`config.mk`:
```
export PLATFORM = sky130hd
export DESIGN_NAME = det_sched_flat
export DESIGN_NICKNAME = d
export VERILOG_FILES = /design/src/rtl/det_sched_if.sv /design/src/rtl/det_sched.sv /design/src/flat_wrapper.sv
export SDC_FILE = /design/constraint.sdc
export NUM_CORES = 1
export LEC_CHECK = 0
export CAP_MARGIN = 25
export CORE_MARGIN = 4
export CORE_UTILIZATION = 35
export CTS_BUF_LIST = sky130_fd_sc_hd__clkbuf_16
export DETAILED_ROUTE_END_ITERATION = 10
export PLACE_DENSITY = 0.75
export SETUP_SLACK_MARGIN = 0.02
export SYNTH_ARGS = -nofsm -noshare
export SYNTH_HDL_FRONTEND = slang
export SYNTH_SLANG_ARGS = --single-unit
```
`constraint.sdc`:
```
create_clock -name clk -period 1.92 [get_ports clk]
set_clock_uncertainty 0.1 [all_clocks]
set_input_delay 0.192 -clock clk [delete_from_list [all_inputs] [get_ports clk]]
set_output_delay 0.192 -clock clk [all_outputs]
set_load 0.02 [all_outputs]
```
`src/rtl/det_sched_if.sv`:
```
// Requester, response and detector-side signals of det_sched bundled as one interface.
// rsp_drop exists only when DET_SCHED_TIMEOUT_EN is defined.
interface det_sched_if #(
    parameter int NUM_REQ = 4,
    parameter int DATA_W  = 16,
    parameter int CNT_W   = $clog2(DATA_W + 1)
);
    localparam int ID_W = $clog2(NUM_REQ);

    logic [NUM_REQ-1:0]        req_valid;
    logic [NUM_REQ*DATA_W-1:0] req_data;
    logic [NUM_REQ-1:0]        req_ready;
    logic                      rsp_valid;
    logic                      rsp_ready;
    logic [ID_W-1:0]           rsp_id;
    logic [CNT_W-1:0]          rsp_count;
    logic                      busy;
    logic                      det_rstn;
    logic                      det_in;
    logic                      det_out;
`ifdef DET_SCHED_TIMEOUT_EN
    logic                      rsp_drop;

    modport slave (
        input  req_valid, req_data, rsp_ready, det_out,
        output req_ready, rsp_valid, rsp_id, rsp_count, busy, det_rstn, det_in, rsp_drop
    );
    modport master (
        output req_valid, req_data, rsp_ready, det_out,
        input  req_ready, rsp_valid, rsp_id, rsp_count, busy, det_rstn, det_in, rsp_drop
    );
`else
    modport slave (
        input  req_valid, req_data, rsp_ready, det_out,
        output req_ready, rsp_valid, rsp_id, rsp_count, busy, det_rstn, det_in
    );
    modport master (
        output req_valid, req_data, rsp_ready, det_out,
        input  req_ready, rsp_valid, rsp_id, rsp_count, busy, det_rstn, det_in
    );
`endif
endinterface

```
`src/rtl/det_sched.sv`:
```
// Round-robin scheduler time-sharing one external 1011 serial detector between NUM_REQ requesters.
// Optional response timeout with sticky rsp_drop: define DET_SCHED_TIMEOUT_EN.
module det_sched #(
    parameter int NUM_REQ = 4,
    parameter int DATA_W  = 16,
    parameter int CNT_W   = $clog2(DATA_W + 1),
    parameter int TIMEOUT = 64
) (
    input  logic       clk,
    input  logic       rstn,
    det_sched_if.slave bus
);
    localparam int ID_W = $clog2(NUM_REQ);
    localparam int K_W  = (DATA_W > 1) ? $clog2(DATA_W) : 1;
    localparam logic [ID_W:0] NREQ_C = (ID_W + 1)'(NUM_REQ);

    if (NUM_REQ < 2 || NUM_REQ > 8 || TIMEOUT < 1) begin : g_bad_params
        $error("det_sched: NUM_REQ must be 2..8 and TIMEOUT >= 1");
    end

    typedef enum logic [2:0] {IDLE, CLR, SHIFT, DRAIN, RESP} state_t;

    state_t            state_q, state_d;
    logic [ID_W-1:0]   ptr_q, ptr_d;
    logic [ID_W-1:0]   id_q, id_d;
    logic [DATA_W-1:0] word_q, word_d;
    logic [CNT_W-1:0]  cnt_q, cnt_d;
    logic [K_W-1:0]    k_q, k_d;

    logic [DATA_W-1:0] data_arr [NUM_REQ];
    logic [ID_W-1:0]   gnt_idx;
    logic              gnt_any;
    logic [ID_W:0]     cand;

    generate
        for (genvar gi = 0; gi < NUM_REQ; gi++) begin : g_slice
            assign data_arr[gi] = bus.req_data[gi*DATA_W +: DATA_W];
        end
    endgenerate

    // First valid requester searching upward from ptr_q+1, wrapping at NUM_REQ.
    always_comb begin
        gnt_idx = '0;
        gnt_any = 1'b0;
        cand    = '0;
        for (int off = 1; off <= NUM_REQ; off++) begin
            cand = (ID_W + 1)'(ptr_q) + (ID_W + 1)'(off);
            if (cand >= NREQ_C) cand = cand - NREQ_C;
            if (!gnt_any && bus.req_valid[cand[ID_W-1:0]]) begin
                gnt_any = 1'b1;
                gnt_idx = cand[ID_W-1:0];
            end
        end
    end

`ifdef DET_SCHED_TIMEOUT_EN
    localparam int W_W = $clog2(TIMEOUT + 1);
    logic [W_W-1:0] wait_q, wait_d;
    logic           drop_q, drop_d;
`endif

    always_comb begin
        state_d = state_q;
        ptr_d   = ptr_q;
        id_d    = id_q;
        word_d  = word_q;
        cnt_d   = cnt_q;
        k_d     = k_q;
`ifdef DET_SCHED_TIMEOUT_EN
        wait_d  = '0;
        drop_d  = drop_q;
`endif
        unique case (state_q)
            IDLE: begin
                if (gnt_any) begin
                    state_d = CLR;
                    ptr_d   = gnt_idx;
                    id_d    = gnt_idx;
                    word_d  = data_arr[gnt_idx];
                    cnt_d   = '0;
                    k_d     = '0;
                end
            end
            CLR: state_d = SHIFT;
            SHIFT: begin
                // det_out in shift cycle 0 still reflects the cleared detector, so it is ignored.
                if (bus.det_out && k_q != '0) cnt_d = cnt_q + 1'b1;
                word_d = {word_q[DATA_W-2:0], 1'b0};
                k_d    = k_q + 1'b1;
                if (k_q == K_W'(DATA_W - 1)) state_d = DRAIN;
            end
            DRAIN: begin
                if (bus.det_out) cnt_d = cnt_q + 1'b1;
                state_d = RESP;
            end
            RESP: begin
                if (bus.rsp_ready) begin
                    state_d = IDLE;
                end
`ifdef DET_SCHED_TIMEOUT_EN
                else if (wait_q == W_W'(TIMEOUT - 1)) begin
                    state_d = IDLE;
                    drop_d  = 1'b1;
                end else begin
                    wait_d = wait_q + 1'b1;
                end
`endif
            end
            default: state_d = IDLE;
        endcase
    end

    always_ff @(posedge clk or negedge rstn) begin
        if (!rstn) begin
            state_q <= IDLE;
            ptr_q   <= ID_W'(NUM_REQ - 1);
            id_q    <= '0;
            word_q  <= '0;
            cnt_q   <= '0;
            k_q     <= '0;
`ifdef DET_SCHED_TIMEOUT_EN
            wait_q  <= '0;
            drop_q  <= 1'b0;
`endif
        end else begin
            state_q <= state_d;
            ptr_q   <= ptr_d;
            id_q    <= id_d;
            word_q  <= word_d;
            cnt_q   <= cnt_d;
            k_q     <= k_d;
`ifdef DET_SCHED_TIMEOUT_EN
            wait_q  <= wait_d;
            drop_q  <= drop_d;
`endif
        end
    end

    // rstn gates the combinational outputs so they show reset values while reset is held.
    assign bus.req_ready = (rstn && state_q == IDLE && gnt_any) ? (NUM_REQ'(1) << gnt_idx) : '0;
    assign bus.det_rstn  = rstn && (state_q != CLR);
    assign bus.det_in    = (state_q == SHIFT) && word_q[DATA_W-1];
    assign bus.rsp_valid = (state_q == RESP);
    assign bus.busy      = (state_q != IDLE);
    assign bus.rsp_id    = id_q;
    assign bus.rsp_count = cnt_q;
`ifdef DET_SCHED_TIMEOUT_EN
    assign bus.rsp_drop  = drop_q;
`endif
endmodule

```
`src/flat_wrapper.sv`:
```
// flat-port wrapper written by rule: the top's interface ports become plain ports
module det_sched_flat 
#(
    parameter int NUM_REQ = 4,
    parameter int DATA_W  = 16,
    parameter int CNT_W   = $clog2(DATA_W + 1),
    parameter int TIMEOUT = 64
)
  (clk, rstn, bus_req_valid, bus_req_data, bus_rsp_ready, bus_det_out, bus_req_ready, bus_rsp_valid, bus_rsp_id, bus_rsp_count, bus_busy, bus_det_rstn, bus_det_in);
  det_sched_if #(.NUM_REQ(NUM_REQ), .DATA_W(DATA_W), .CNT_W(CNT_W)) bus_i ();
  input  logic clk;
  input  logic rstn;
  input wire logic [$bits(bus_i.req_valid)-1:0] bus_req_valid;
  input wire logic [$bits(bus_i.req_data)-1:0] bus_req_data;
  input wire logic [$bits(bus_i.rsp_ready)-1:0] bus_rsp_ready;
  input wire logic [$bits(bus_i.det_out)-1:0] bus_det_out;
  output wire logic [$bits(bus_i.req_ready)-1:0] bus_req_ready;
  output wire logic [$bits(bus_i.rsp_valid)-1:0] bus_rsp_valid;
  output wire logic [$bits(bus_i.rsp_id)-1:0] bus_rsp_id;
  output wire logic [$bits(bus_i.rsp_count)-1:0] bus_rsp_count;
  output wire logic [$bits(bus_i.busy)-1:0] bus_busy;
  output wire logic [$bits(bus_i.det_rstn)-1:0] bus_det_rstn;
  output wire logic [$bits(bus_i.det_in)-1:0] bus_det_in;
  assign bus_i.req_valid = bus_req_valid;
  assign bus_i.req_data = bus_req_data;
  assign bus_i.rsp_ready = bus_rsp_ready;
  assign bus_i.det_out = bus_det_out;
  assign bus_req_ready = bus_i.req_ready;
  assign bus_rsp_valid = bus_i.rsp_valid;
  assign bus_rsp_id = bus_i.rsp_id;
  assign bus_rsp_count = bus_i.rsp_count;
  assign bus_busy = bus_i.busy;
  assign bus_det_rstn = bus_i.det_rstn;
  assign bus_det_in = bus_i.det_in;
  det_sched #(.NUM_REQ(NUM_REQ), .DATA_W(DATA_W), .CNT_W(CNT_W), .TIMEOUT(TIMEOUT)) u_core (.clk(clk), .rstn(rstn), .bus(bus_i));
endmodule
```
# [Word level (Yosys, flattened, before mapping)]
# Cells that the tools add are included.
[op_classes] n_addsub=10 n_reduce_logical=20 n_eq_ne=11 order_cmp=9 n_bitwise=1 div_mod_pow=0 shift=1 multipliers=0 mux=36
[op_table] operator="two-way mux 16 bit" count=3
[op_table] operator="binary-select mux 16 bit (select 2 bit)" count=1
[op_table] operator="case mux 16 bit (2 select lines)" count=1
[op_table] operator="two-way mux 2 bit" count=8
[op_table] operator=">= comparator 3 bit (second input constant)" count=5
[op_table] operator="two-way mux 5 bit" count=3
[op_table] operator="case mux 3 bit (5 select lines)" count=1
[op_table] operator="case mux 5 bit (3 select lines)" count=1
[op_table] operator="< comparator 2 x 3 -> 1 bit (second input constant)" count=4
[op_table] operator="two-way mux 3 bit" count=3
[op_table] operator="binary-select mux 1 bit (select 2 bit)" count=4
[op_table] operator="logical AND 1 bit" count=8
[op_table] operator="two-way mux 1 bit" count=8
[op_table] operator="two-way mux 4 bit" count=2
[op_table] operator="case mux 4 bit (2 select lines)" count=1
[op_table] operator="subtractor 2 x 1 -> 2 bit (second input constant)" count=4
[op_table] operator="adder 2 x 2 -> 3 bit (second input constant)" count=2
[op_table] operator="== test 3 x 2 -> 1 bit (second input constant)" count=2
[op_table] operator="!= test 2 x 1 -> 1 bit (second input constant)" count=3
[op_table] operator="nonzero test 3 bit" count=2
[op_table] operator="adder 5 x 1 -> 5 bit (second input constant)" count=1
[op_table] operator="adder 4 x 1 -> 4 bit (second input constant)" count=1
[op_table] operator="== test 4 bit (second input constant)" count=1
[op_table] operator="!= test 2 bit (second input constant)" count=2
[op_table] operator="other kinds (14)" count=17
[word_totals] n_memories=0 regBits=32 output_inout_bits=15 in_bits=72 romBits=0 latchBits=0 ram_bits=0

# [Depth between registers and ports, before layout]
[depth] ltp_word=21 mapped_depth=8 mapped_depth_nobuf=7

# [Least setup slack after synthesis]
# No wires, ideal clock.
[synth_path] path_type="register -> output" start="reg u_core.ptr_q[0]" end="out bus_req_ready[1]" path_stages_with_launch=6 slack_ns=-0.062 arrival_ns=1.690 cell_sequence="dfstp_2 -> and3b_1 -> o31ai_4 -> buf_6 -> nand3_1 -> nor2b_1"
[synth_between] elab_chain_cells=17 elab_cells_between_ends=41 cone_classes="add/sub (8); order compare (4); shift (1); mux (21); reduce/logical (7)"
[synth_lines] element="start: declaration" line="det_sched.sv:24" text="logic [ID_W-1:0] ptr_q, ptr_d;"
[synth_lines] element="start signal: assignment" line="det_sched.sv:116" text="ptr_q <= ID_W'(NUM_REQ - 1);"
[synth_lines] element="start signal: assignment" line="det_sched.sv:127" text="ptr_q <= ptr_d;"
[synth_lines] element="adder 2 x 1 -> 3 bit" line="det_sched.sv:47" text="cand = (ID_W + 1)'(ptr_q) + (ID_W + 1)'(off);"
[synth_lines] element=">= comparator 3 bit or subtractor 2 x 1 -> 2 bit (tied branches)" line="det_sched.sv:48" text="if (cand >= NREQ_C) cand = cand - NREQ_C;"
[synth_lines] element="two-way mux 2 bit" line="det_sched.sv:48"
[synth_lines] element="binary-select mux 1 bit (select 2 bit)" line="det_sched.sv:49" text="if (!gnt_any && bus.req_valid[cand[ID_W-1:0]]) begin"
[synth_lines] element="two-way mux 1 bit (not written as such)" line="det_sched.sv:49"
[synth_lines] element="two-way mux 1 bit" line="det_sched.sv:49"
[synth_lines] element="zero test 1 bit" line="det_sched.sv:49"
[synth_lines] element="logical AND 1 bit" line="det_sched.sv:49"
[synth_lines] element="two-way mux 1 bit" line="det_sched.sv:49"
[synth_lines] element="zero test 1 bit" line="det_sched.sv:49"
[synth_lines] element="logical AND 1 bit" line="det_sched.sv:49"
[synth_lines] element="two-way mux 1 bit" line="det_sched.sv:49"
[synth_lines] element="zero test 1 bit" line="det_sched.sv:49"
[synth_lines] element="logical AND 1 bit" line="det_sched.sv:49"
[synth_lines] element="two-way mux 2 bit or two-way mux 1 bit (tied branches)" line="det_sched.sv:49"
[synth_lines] element="<< shifter 1 x 2 -> 4 bit or logical AND 1 bit (tied branches)" line="det_sched.sv:140" text="assign bus.req_ready = (rstn && state_q == IDLE && gnt_any) ? (NUM_REQ'(1) << gnt_idx) : '0;"
[synth_lines] element="two-way mux 4 bit (*)" line="det_sched.sv:140"
[synth_lines] element="end: declaration" line="flat_wrapper.sv:17" text="output wire logic [$bits(bus_i.req_ready)-1:0] bus_req_ready;"
# Mark *: on every way between the ends. The rest lies on a longest branch, timed or not. The select of a mux whose other input is x is not followed.

# [Worst setup path in the final report]
[layout_path] start="reg u_core.ptr_q[1]" end="reg u_core.word_q[13]"
[layout_between] elab_chain_cells=21 elab_cells_between_ends=46 cone_classes="add/sub (8); order compare (4); eq/ne (1); mux (25); bitwise (1); reduce/logical (7)"
[layout_lines] element="adder 2 x 1 -> 3 bit" line="det_sched.sv:47"
[layout_lines] element=">= comparator 3 bit or subtractor 2 x 1 -> 2 bit (tied branches)" line="det_sched.sv:48"
[layout_lines] element="two-way mux 2 bit" line="det_sched.sv:48"
[layout_lines] element="binary-select mux 1 bit (select 2 bit)" line="det_sched.sv:49"
[layout_lines] element="two-way mux 1 bit (not written as such)" line="det_sched.sv:49"
[layout_lines] element="two-way mux 1 bit" line="det_sched.sv:49"
[layout_lines] element="zero test 1 bit" line="det_sched.sv:49"
[layout_lines] element="logical AND 1 bit" line="det_sched.sv:49"
[layout_lines] element="(+4 left out)"
[layout_lines] element="zero test 1 bit" line="det_sched.sv:49"
[layout_lines] element="logical AND 1 bit" line="det_sched.sv:49"
[layout_lines] element="two-way mux 2 bit" line="det_sched.sv:49"
[layout_lines] element="NOT 2 -> 3 bit (not written as such)" line="det_sched.sv:79" text="word_d = data_arr[gnt_idx];"
[layout_lines] element="binary-select mux 16 bit (select 2 bit)" line="det_sched.sv:79"
[layout_lines] element="two-way mux 16 bit (not written as such) (2 in series)" line="det_sched.sv:79"
[layout_lines] element="two-way mux 16 bit" line="det_sched.sv:75" text="if (gnt_any) begin"
[layout_lines] element="case mux 16 bit (2 select lines)" line="det_sched.sv:73" text="unique case (state_q)"
[layout_lines] element="end signal: assignment" line="det_sched.sv:129" text="word_q <= word_d;"
[layout_lines] element="end: declaration" line="det_sched.sv:26" text="logic [DATA_W-1:0] word_q, word_d;"
# Parallel ways exist; a longest one is shown, timed or not. The select of a mux whose other input is x is not followed.
# A chain may end at the register's enable or synchronous reset.

==> flow_metrics.env <==
export IMPL_vdd_ir_drop_max_v=0.000607
export IMPL_multi_input_area_mm2=0.00150
export IMPL_netlist_instances=239
export IMPL_clkTransAtPathRegs_ns=0.05
export IMPL_violations="negative setup slack"
export IMPL_vias=2269
export IMPL_setup_violations=21
export IMPL_reg2reg_depth=7
export IMPL_diodes=0
export IMPL_grt_use_total_pct=17.1
export IMPL_dieArea_mm2=0.00805
export IMPL_cts_tree="built"
export IMPL_whs_path_depth=2
export IMPL_hold_slack_ns=0.399
export IMPL_power_frac_comb_pct=64.3
export IMPL_cp_start_kind="flip-flop"
export IMPL_wl_per_cell_um=15.9
export IMPL_clockBufferDepth=2
export IMPL_hold_viol=0
export IMPL_initial_core_util_pct=36.4
export IMPL_p_leak_nw=1.70
export IMPL_core_area_mm2=0.00642
export IMPL_cts_root_buf="clkbuf_16"
export IMPL_grt_pass1_wl_mm=11.4
export IMPL_r2r_slack_ns=-0.16
export IMPL_final_common_cell="clkdlybuf4s50_1"
export IMPL_drt_vias_per_instance=5.26
export IMPL_io_pins=87
export IMPL_maxCapViolations=0
export IMPL_num_rows=29
export IMPL_antenna_found_initial=0
export IMPL_mostFrequentLayoutCells="74 x clkdlybuf4s50_1, 30 x dfrtp_1, 29 x nand3_1"
export IMPL_drtAntennaViolNets=0
export IMPL_avgSynthCellArea_um2=9.78
export IMPL_seq_power_share_pct=20.4
export IMPL_grt_setup_unrepaired="yes"
export IMPL_crit_type="reg2reg"
export IMPL_p_clk_share_pct=15.2
export IMPL_holdPathEnd="u_core.word_q[14]"
export IMPL_synth_warnings=0
export IMPL_drt_total_wl_mm=6.84
export IMPL_fillers=512
export IMPL_slew_violations=0
export IMPL_cp_max_fo=10
export IMPL_synth_area_leader_cell="dfrtp_1"
export IMPL_area_growth_pct=66.4
export IMPL_cts_sinks=32
export IMPL_gp_congestion=0.776
export IMPL_ff_latch_area_um2=803
export IMPL_gr_total_overflow=0
export IMPL_hp_class="reg2reg"
export IMPL_sw_frac_of_total_pct=38.5
export IMPL_synth_area_top_cells="dfrtp_1 32%, o211ai_2 8.0%, mux2i_1 7.7%"
export IMPL_drtIter0Drc=79
export IMPL_dr_pass1_iters=4
export IMPL_endpoint_kind="flip-flop"
export IMPL_finalCriticalPeriod_ns=2.08
export IMPL_hold_start="u_core.word_q[13]"
export IMPL_cts_buffers=5
export IMPL_htree_levels=2
export IMPL_status="finished, violations left"
export IMPL_internal_power_mw=3.55
export IMPL_drive_gt1_share_pct=32.8
export IMPL_syn_area_mm2=0.00234
export IMPL_synthDistinctLibCells=40
export IMPL_syn_nets=314
export IMPL_stdcell_count=431
export IMPL_fmax_mhz=482
export IMPL_seq_area_frac_synth_pct=34.4
export IMPL_clkLatencyLatePin_ns=0.27
export IMPL_dp_hpwl_mm=4.78
export IMPL_worstPathArrival_ns=2.12
export IMPL_worstMarginPinSlew_ns=0.457
export IMPL_cellPowerDensity_mw_per_mm2=1480
export IMPL_r2r_end="u_core.word_q[13]"
export IMPL_grt_pass1_vias=2392
export IMPL_fin_nets=428
export IMPL_dp_cells=415
export IMPL_yosys_area_top_type_share_pct=32.1
export IMPL_die_x_um=89.7
export IMPL_io_buffers=86
export IMPL_die_h_um=89.7
export IMPL_slew_headroom_pct=69.5
export IMPL_synth_seq_cells=32
export IMPL_drc_errors=0
export IMPL_fin_ws_ns=-0.156
export IMPL_power_switching_mw=2.22
export IMPL_worstPathRequired_ns=1.97
export IMPL_reg2reg_from="u_core.ptr_q[1]"
export IMPL_finalCritPeriodShare_pct=108
export IMPL_grt_max_degree=41
synthesized netlist by cell type:
| master | count |
|---|---|
| ha_1 | 3 |
| or2_2 | 1 |
| nor2_1 | 15 |
| nor2b_1 | 4 |
| o31a_1 | 1 |
| and2_1 | 2 |
| buf_8 | 1 |
| o221ai_1 | 1 |
| o31ai_1 | 1 |
| nor2_4 | 1 |
| o21ai_0 | 3 |
| nand3_1 | 33 |
| dfrtp_1 | 30 |
| or4_4 | 1 |
| o31ai_4 | 1 |
| mux2i_1 | 18 |
| buf_4 | 2 |
| xor2_1 | 3 |
| dfstp_2 | 2 |
| a21oi_1 | 17 |
| buf_6 | 8 |
| o21ai_1 | 1 |
| nor3b_1 | 1 |
| nand4_1 | 3 |
| o211ai_2 | 15 |
| inv_1 | 5 |
| a22o_1 | 2 |
| and3_1 | 18 |
| buf_12 | 1 |
| o221ai_4 | 1 |
| mux2_2 | 16 |
| xnor2_1 | 1 |
| a2111oi_0 | 1 |
| or4b_1 | 1 |
| and3b_1 | 1 |
| clkbuf_1 | 4 |
| nand2_1 | 15 |
| buf_2 | 3 |
| nand2b_4 | 1 |
| nor3_1 | 1 |
worst max-delay path by stage:
stage / from / end / slack (ns) / cells past startpoint
global route: u_core.ptr_q[1] / bus_req_ready[2] / -0.22 / 5
detailed placement: bus_req_valid[3] / bus_req_ready[1] / -0.56 / 6
finish: u_core.ptr_q[1] / u_core.word_q[13] / -0.16 / 7
CTS: u_core.ptr_q[0] / u_core.word_q[4] / -0.16 / 8
global placement: bus_req_valid[3] / bus_req_ready[1] / -0.51 / 6
floorplan: u_core.ptr_q[0] / bus_req_ready[1] / -0.003 / 5
through the flow:
stage	setup TNS, ns	power (mW)	util (%)	instance area [um2]	worst slack (ns)
6_report	-2.58	5.77	60.5	3890	-0.156
5_1_grt	-4.07	6.17	60.5	3890	-0.221
4_1_cts	-2.32	5.60	59.1	3800	-0.156
3_5_place_dp	-11.17	4.29	53.0	3400	-0.559
3_3_place_gp	-9.93	4.23	53.0	3400	-0.506
2_1_floorplan	-0.00269	3.40	-	2340	-0.00269
power groups by stage:
stage,logic [mW],registers [mW],clock network (mW)
after floorplan,2.20,1.21,0
after global placement,3.08,1.15,0
after detailed placement,3.13,1.16,0
after CTS,3.55,1.16,0.894
after global routing,4.03,1.21,0.926
final,3.71,1.18,0.877
timing repair:
item                                    in CTS  in global routing
cloned                                       2                  1
hold endpoints to repair                    30                  0
resized for setup                           61                 25
endpoints found under the setup margin      29                 28
pin swaps                                    5                  7
buffers inserted                             4                  1
hold buffers                                 1                  0
logic make-up (layout without fill, tap and decap cells):
logic type | after synthesis | count (layout) | synth area share, %
adder cells (fa/ha/maj) | 3 | 3 | 1.61
multiplexers | 34 | 34 | 15.4
AND/OR/NAND/NOR | 98 | 98 | 22.3
flip-flops | 32 | 32 | 34.4
buffers and inverters | 24 | 139 | 8.08
XOR/XNOR | 4 | 4 | 1.50
AO/OA/AOI/OAI | 44 | 44 | 16.8
worst max-delay path, cell delays in order, from the launching register on:
cell      delay, ns
dfstp_2        0.66
mux2i_4        0.29
o221ai_4       0.14
buf_6          0.15
buf_8          0.14
buf_12         0.15
mux2_2         0.24
o211ai_2       0.07
metal layers:
metal / vias up / routed length, um / track usage, %
met4: 0 / 144 / 5.75
met5: - / 0 / 0
met3: 15 / 460 / 4.51
met2: 79 / 3590 / 30.6
li1: 1101 / - / -
met1: 1074 / 2640 / 19.9
final cells by class:
cell class,count,share of cell area [%]
tap,77,2.48
clock buffer,5,3.22
timing repair buffer,126,33.7
inverter,5,0.483
multi-input combinational,183,38.5
sequential,32,20.7
clock inverter,3,0.997
flip-flops by register name, summed over array words and instances, names as in the netlist:
name	cells
u_core.ptr_q	2
u_core.bus.rsp_id	2
u_core.state_q	3
u_core.k_q	4
u_core.word_q	16
u_core.bus.rsp_count	5
Power figures use the tool's default switching activity.
